===== src/rtl/seq_stepper_if.sv =====
// Command handshake bundle for seq_stepper: host drives RUN/STEP/HOLD/RESTART with an argument.
interface seq_stepper_if #(
  parameter int unsigned CNT_W = 8
);
  logic             cmd_valid;
  logic [1:0]       cmd_op;
  logic [CNT_W-1:0] cmd_arg;
  logic             cmd_ready;

  modport master (output cmd_valid, output cmd_op, output cmd_arg, input cmd_ready);
  modport slave  (input cmd_valid, input cmd_op, input cmd_arg, output cmd_ready);
endinterface


===== src/rtl/seq_stepper.sv =====
// Command-driven initiator for the 3-state odd/even sequencer; drives pause/restart, counts terminals.
// Optional response checker enabled by defining SEQ_STEPPER_CHECKER_EN.
module seq_stepper #(
  parameter int unsigned CNT_W = 8
) (
  input  logic             clk,
  input  logic             rst,
  seq_stepper_if.slave     cmd,
  output logic             o_pause,
  output logic             o_restart,
  input  logic [1:0]       i_fsm_state,
  input  logic             i_fsm_odd,
  input  logic             i_fsm_even,
  input  logic             i_fsm_terminal,
  output logic             o_busy,
  output logic             o_done,
  output logic [CNT_W-1:0] o_seq_count,
  output logic [2:0]       o_err
);
  localparam logic [1:0] OpRun     = 2'b00;
  localparam logic [1:0] OpStep    = 2'b01;
  localparam logic [1:0] OpRestart = 2'b11;

  localparam logic [1:0] FsmFirst  = 2'b11;
  localparam logic [1:0] FsmSecond = 2'b01;
  localparam logic [1:0] FsmThird  = 2'b10;

  typedef enum logic [2:0] {StIdle, StRun, StStep, StHold, StRestart} ctrl_e;

  ctrl_e            r_state, w_state_nxt;
  logic [CNT_W-1:0] r_cnt, w_cnt_nxt;
  logic [CNT_W-1:0] r_seq_count;
  logic             r_pause, w_pause_nxt;
  logic             r_restart, w_restart_nxt;
  logic             r_done, w_done_nxt;
  logic             w_accept;

  assign cmd.cmd_ready = (r_state == StIdle);
  assign w_accept      = cmd.cmd_valid & cmd.cmd_ready;

  always_ff @(posedge clk or posedge rst) begin
    if (rst) begin
      r_state     <= StIdle;
      r_cnt       <= '0;
      r_pause     <= 1'b1;
      r_restart   <= 1'b0;
      r_done      <= 1'b0;
      r_seq_count <= '0;
    end else begin
      r_state     <= w_state_nxt;
      r_cnt       <= w_cnt_nxt;
      r_pause     <= w_pause_nxt;
      r_restart   <= w_restart_nxt;
      r_done      <= w_done_nxt;
      if (i_fsm_terminal) r_seq_count <= r_seq_count + CNT_W'(1);
    end
  end

  always_comb begin
    w_state_nxt   = r_state;
    w_cnt_nxt     = r_cnt;
    w_pause_nxt   = r_pause;
    w_restart_nxt = 1'b0;
    w_done_nxt    = 1'b0;
    unique case (r_state)
      StIdle: begin
        w_pause_nxt = 1'b1;
        if (w_accept) begin
          w_cnt_nxt = cmd.cmd_arg;
          if (cmd.cmd_op == OpRestart) begin
            w_state_nxt   = StRestart;
            w_restart_nxt = 1'b1;
          end else if (cmd.cmd_arg == '0) begin
            // Zero-length command completes immediately without touching the FSM.
            w_done_nxt = 1'b1;
          end else begin
            case (cmd.cmd_op)
              OpRun: begin
                w_state_nxt = StRun;
                w_pause_nxt = 1'b0;
              end
              OpStep: begin
                w_state_nxt = StStep;
                w_pause_nxt = 1'b0;
              end
              default: w_state_nxt = StHold;
            endcase
          end
        end
      end
      StRun: begin
        w_pause_nxt = 1'b0;
        if (i_fsm_terminal) begin
          w_cnt_nxt = r_cnt - CNT_W'(1);
          // Pausing on the last terminal edge parks the FSM in FIRST.
          if (r_cnt == CNT_W'(1)) begin
            w_pause_nxt = 1'b1;
            w_state_nxt = StIdle;
            w_done_nxt  = 1'b1;
          end
        end
      end
      StStep, StHold: begin
        w_cnt_nxt   = r_cnt - CNT_W'(1);
        w_pause_nxt = (r_state == StHold);
        if (r_cnt == CNT_W'(1)) begin
          w_pause_nxt = 1'b1;
          w_state_nxt = StIdle;
          w_done_nxt  = 1'b1;
        end
      end
      StRestart: begin
        w_pause_nxt = 1'b1;
        w_state_nxt = StIdle;
        w_done_nxt  = 1'b1;
      end
      default: begin
        w_pause_nxt = 1'b1;
        w_state_nxt = StIdle;
      end
    endcase
  end

  assign o_pause     = r_pause;
  assign o_restart   = r_restart;
  assign o_busy      = (r_state != StIdle);
  assign o_done      = r_done;
  assign o_seq_count = r_seq_count;

`ifdef SEQ_STEPPER_CHECKER_EN
  logic [1:0] r_prev_state;
  logic       r_prev_pause;
  logic       r_prev_restart;
  logic       r_chk_en;
  logic [2:0] r_err;
  logic [1:0] w_exp_state;
  logic [2:0] w_err_now;

  always_comb begin
    w_exp_state = FsmFirst;
    if (r_prev_restart) begin
      w_exp_state = FsmFirst;
    end else if (r_prev_pause) begin
      w_exp_state = r_prev_state;
    end else begin
      case (r_prev_state)
        FsmFirst:  w_exp_state = FsmSecond;
        FsmSecond: w_exp_state = FsmThird;
        default:   w_exp_state = FsmFirst;
      endcase
    end
    w_err_now[0] = (i_fsm_state == 2'b00);
    w_err_now[1] = (i_fsm_state != w_exp_state);
    w_err_now[2] = (i_fsm_odd != ((i_fsm_state == FsmFirst) | (i_fsm_state == FsmThird))) |
                   (i_fsm_even != (i_fsm_state == FsmSecond)) |
                   (i_fsm_terminal != ((i_fsm_state == FsmThird) & (r_restart | ~r_pause)));
  end

  // r_chk_en skips the first cycle after reset, before a valid history exists.
  always_ff @(posedge clk or posedge rst) begin
    if (rst) begin
      r_prev_state   <= FsmFirst;
      r_prev_pause   <= 1'b1;
      r_prev_restart <= 1'b0;
      r_chk_en       <= 1'b0;
      r_err          <= 3'b000;
    end else begin
      r_prev_state   <= i_fsm_state;
      r_prev_pause   <= r_pause;
      r_prev_restart <= r_restart;
      r_chk_en       <= 1'b1;
      if (r_chk_en) r_err <= r_err | w_err_now;
    end
  end

  assign o_err = r_err;
`else
  logic w_unused;
  assign w_unused = ^{i_fsm_state, i_fsm_odd, i_fsm_even};
  assign o_err    = 3'b000;
`endif

endmodule

===== src/flat_wrapper.sv =====
// flat-port wrapper written by rule: the top's interface ports become plain ports
module seq_stepper_flat 
#(
  parameter int unsigned CNT_W = 8
)
  (clk, rst, o_pause, o_restart, i_fsm_state, i_fsm_odd, i_fsm_even, i_fsm_terminal, o_busy, o_done, o_seq_count, o_err, cmd_cmd_valid, cmd_cmd_op, cmd_cmd_arg, cmd_cmd_ready);
  seq_stepper_if #(.CNT_W(CNT_W)) cmd_i ();
  input  logic clk;
  input  logic rst;
  output logic o_pause;
  output logic o_restart;
  input  logic [1:0] i_fsm_state;
  input  logic i_fsm_odd;
  input  logic i_fsm_even;
  input  logic i_fsm_terminal;
  output logic o_busy;
  output logic o_done;
  output logic [CNT_W-1:0] o_seq_count;
  output logic [2:0] o_err;
  input wire logic [$bits(cmd_i.cmd_valid)-1:0] cmd_cmd_valid;
  input wire logic [$bits(cmd_i.cmd_op)-1:0] cmd_cmd_op;
  input wire logic [$bits(cmd_i.cmd_arg)-1:0] cmd_cmd_arg;
  output wire logic [$bits(cmd_i.cmd_ready)-1:0] cmd_cmd_ready;
  assign cmd_i.cmd_valid = cmd_cmd_valid;
  assign cmd_i.cmd_op = cmd_cmd_op;
  assign cmd_i.cmd_arg = cmd_cmd_arg;
  assign cmd_cmd_ready = cmd_i.cmd_ready;
  seq_stepper #(.CNT_W(CNT_W)) u_core (.clk(clk), .rst(rst), .cmd(cmd_i), .o_pause(o_pause), .o_restart(o_restart), .i_fsm_state(i_fsm_state), .i_fsm_odd(i_fsm_odd), .i_fsm_even(i_fsm_even), .i_fsm_terminal(i_fsm_terminal), .o_busy(o_busy), .o_done(o_done), .o_seq_count(o_seq_count), .o_err(o_err));
endmodule

===== config.mk =====
export PLATFORM = sky130hd
export DESIGN_NAME = seq_stepper_flat
export DESIGN_NICKNAME = d
export VERILOG_FILES = /design/src/rtl/seq_stepper_if.sv /design/src/rtl/seq_stepper.sv /design/src/flat_wrapper.sv
export SDC_FILE = /design/constraint.sdc
export NUM_CORES = 1
export LEC_CHECK = 0
export ABC_AREA = 0
export BUFFER_PORTS_ARGS = -buffer_cell sky130_fd_sc_hd__clkbuf_2
export CORE_UTILIZATION = 39
export DETAILED_ROUTE_END_ITERATION = 7
export PLACE_DENSITY = 0.62
export SLEW_MARGIN = 15
export SYNTH_ARGS = -nofsm -noshare
export SYNTH_HDL_FRONTEND = slang
export SYNTH_SLANG_ARGS = --single-unit
export TNS_END_PERCENT = 5

===== constraint.sdc =====
create_clock -name clk -period 3.6 [get_ports clk]
set_input_delay 0.36 -clock clk [delete_from_list [all_inputs] [get_ports clk]]
set_output_delay 0.36 -clock clk [all_outputs]
set_load 0.03 [all_outputs]

==> impl_metrics.yaml <==
outcome:
  outcome: "finished, final reports clean"
power:
  power_frac_comb: 0.486
  power_switching_w: 0.000579
  p_leak_nw: 0.665
  pwr-share-seq: 0.413
  p_sw_frac: 0.479
  peakVddDrop_mv: 0.337
  power.density_nw_per_um2: 845
  p_clk_frac: 0.101
  internal_power_w: 0.000630
routing:
  drtIter0Drc: 47
  dr.pass1.iters: 5
  drc: 0
  routedWlPerCell_um: 13.2
  vias: 1034
  wl_um: 2650
  vias_per_cell: 5.17
  drtAntennaViolNets: 0
sta:
  setup_ws_ns: 1.63
  max_freq_ghz: 0.509
  fin_skew_ns: 0.00251
  finalCritPeriodShare: 0.546
  setup_tns_ns: 0
  fin_hold_ws_ns: 0.169
  slew_viol_final: 0
  rsz0062_at_grt: "no"
  final-hold-violation-count: 0
  worst_pin_slew_ns: 0.839
  relSlewSlack: 0.440
  finalSetupViolCount: 0
  period_minus_slack_ns: 1.97
layout:
  final_util: 0.465
  synthToLayoutAreaGrowth_pct: 12.2
  drive_gt1_frac: 0.244
  final_cell_area_um2: 1430
  diodes: 0
  nets: 181
placed_design:
  port_buffers: 26
  dpl_cell_area_um2: 1410
  dpl.hpwl_um: 1920
  pre_cts_ws_ns: 1.94
  place_congestion: 0.756
clock_network:
  hold_buffers: 0
  cts_buffers: 3
  numClockSinks: 22
  path_clk_slew_ns: 0.12
  clk_latency_ns: 0.32
  ctsHtreeMaxLevel: 1
  clockRootBuffer: "clkbuf_4"
  cts_tree: "built"
  cts_buffer_depth: 2
  cts_setup_buffers: 0
  cts_resized: 0
grt:
  grt-ovfl-total: 0
  grt_pass1_vias: 1012
  grt_pass1_wl_um: 4600
  grt_antenna_before_repair: 0
  grt_max_degree: 23
  grt_use_total: 0.175
synth:
  synth_top_area_cell: "dfrtp_1"
  synth_cell_type_count: 44
  synth_edf_count: 0
  synth_top_area_frac: 0.412
  ys_top_cells_by_area: "dfrtp_1, ha_1, o21ai_0"
  ys.flop_type: "dfrtp_1"
  avgSynthCellArea_um2: 9.60
  ys_seq_elements: 22
  ys_async_sr_fraction: 1.00
  synth_seq_area_share: 0.432
  synthesis.area_um2: 1280
  postSynthCellCount: 133
  synth-warning-count: 0
floorplan:
  die_area_um2: 3510
  die_h_um: 59.2
  io_pins: 34
  die_width_um: 59.2
  rows: 20
  initial_core_util: 0.415
  core_area_um2: 3080
min_path:
  hp-class: "in -> async"
critical_path:
  path_class: "reg -> out"
  worstPathMaxFanout: 11
  end_kind: "output port"
  arrival_ns: 1.61
  worst_setup_path_start_kind: "flip-flop"
  worst_ep_required_time_ns: 3.24
flow_run:
  maxCapViolCount: 0
power groups by stage:
stage / clock [W] / sequential, W / combinational [W]
after floorplan: 0 / 0.000544 / 0.000425
after detailed placement: 0 / 0.000501 / 0.000594
after CTS: 0.000127 / 0.000496 / 0.000596
after global placement: 0 / 0.000494 / 0.000575
after global routing: 0.000135 / 0.000523 / 0.000667
final: 0.000122 / 0.000499 / 0.000588
cells by family (layout without fill, tap and decap cells):
logic type                 count (synthesis)  after routing  share of synthesized area
AOI/OAI and AO/OA                         37             37                      0.198
and+or+nand+nor                           43             43                      0.180
buffers and inverters                     16             37                     0.0706
xor gates and xnor gates                   7              7                     0.0480
other                                      1              3                    0.00294
muxes                                      1              1                    0.00882
DFF                                       22             22                      0.432
adders and majority gates                  6              6                     0.0588
flip-flops by register name, indices dropped and copies added, names as in the netlist:
register and flops:
u_core.o_pause 1, u_core.r_state 3, u_core.o_done 1, u_core.r_cnt 8, u_core.o_seq_count 8, u_core.o_restart 1
cell usage after synthesis (2+ instances only):
library cell / number
a21oi_1: 7
a31oi_1: 2
buf_2: 3
buf_4: 5
dfrtp_1: 21
ha_1: 6
inv_1: 7
nand2_1: 9
nand2b_1: 3
nand4_1: 3
nor2_1: 12
nor2b_1: 2
nor3_1: 2
nor4_1: 3
nor4b_1: 2
o21ai_0: 11
o22a_1: 2
or3_1: 2
xnor2_1: 4
xor2_1: 3
metrics by stage:
stage,total power [W],cells
CTS,0.00122,200
global route,0.00132,200
global placement,0.00107,196
finish,0.00121,200
detailed placement,0.00110,196
floorplan,0.000969,135
worst paths after layout:
kind	from	to	slack (ns)	cells past startpoint
worst max-delay path	u_core.r_state[1]$_DFFE_PP0P_	cmd_cmd_ready	1.63	3
worst min-delay path	rst	u_core.o_seq_count[1]$_DFFE_PP0P_	0.17	2
worst min register to register	u_core.o_seq_count[7]$_DFFE_PP0P_	u_core.o_seq_count[7]$_DFFE_PP0P_	0.49	1
min in group clk	cmd_cmd_arg[0]	u_core.r_cnt[0]$_DFFE_PP0P_	0.30	3
worst max register to register	u_core.r_state[0]$_DFFE_PP0P_	u_core.r_cnt[0]$_DFFE_PP0P_	1.92	4
max in group asynchronous	rst	u_core.r_state[0]$_DFFE_PP0P_	2.92	2
final cells by class:
type / count / area [µm²]
Fill cell: 321 / 1650
Multi-Input combinational cell: 97 / 642
Sequential cell: 22 / 552
Timing Repair Buffer: 26 / 130
Tap cell: 44 / 55.1
Clock buffer: 4 / 26.3
Inverter: 7 / 26.3
layout by cell type (no fill, tap or decap), drive strengths merged, types with 2 or more instances in the layout:
| master | n |
|---|---|
| o22a | 3 |
| a31oi | 2 |
| inv | 7 |
| nor4 | 4 |
| nand4 | 3 |
| xor2 | 3 |
| nor4b | 2 |
| ha | 6 |
| xnor2 | 4 |
| dfrtp | 21 |
| nor3 | 2 |
| conb | 3 |
| a21oi | 8 |
| or3 | 2 |
| clkbuf | 30 |
| nand2b | 3 |
| nor2b | 2 |
| nor2 | 12 |
| nand2 | 9 |
| o21ai | 12 |
critical path, cell delays in order, from the launching register on:
cell and delay (ns):
dfrtp_1 0.54, or3_1 0.46, inv_1 0.09, clkbuf_2 0.20
per-layer routing:
layer	vias up	GRT usage	routed length, µm
li1	513	-	-
met1	489	0.230	1210
met2	28	0.286	1290
met3	4	0.0262	105
met4	0	0.0748	43
met5	-	0	0
Note: power is estimated with default switching activity, not from simulation.
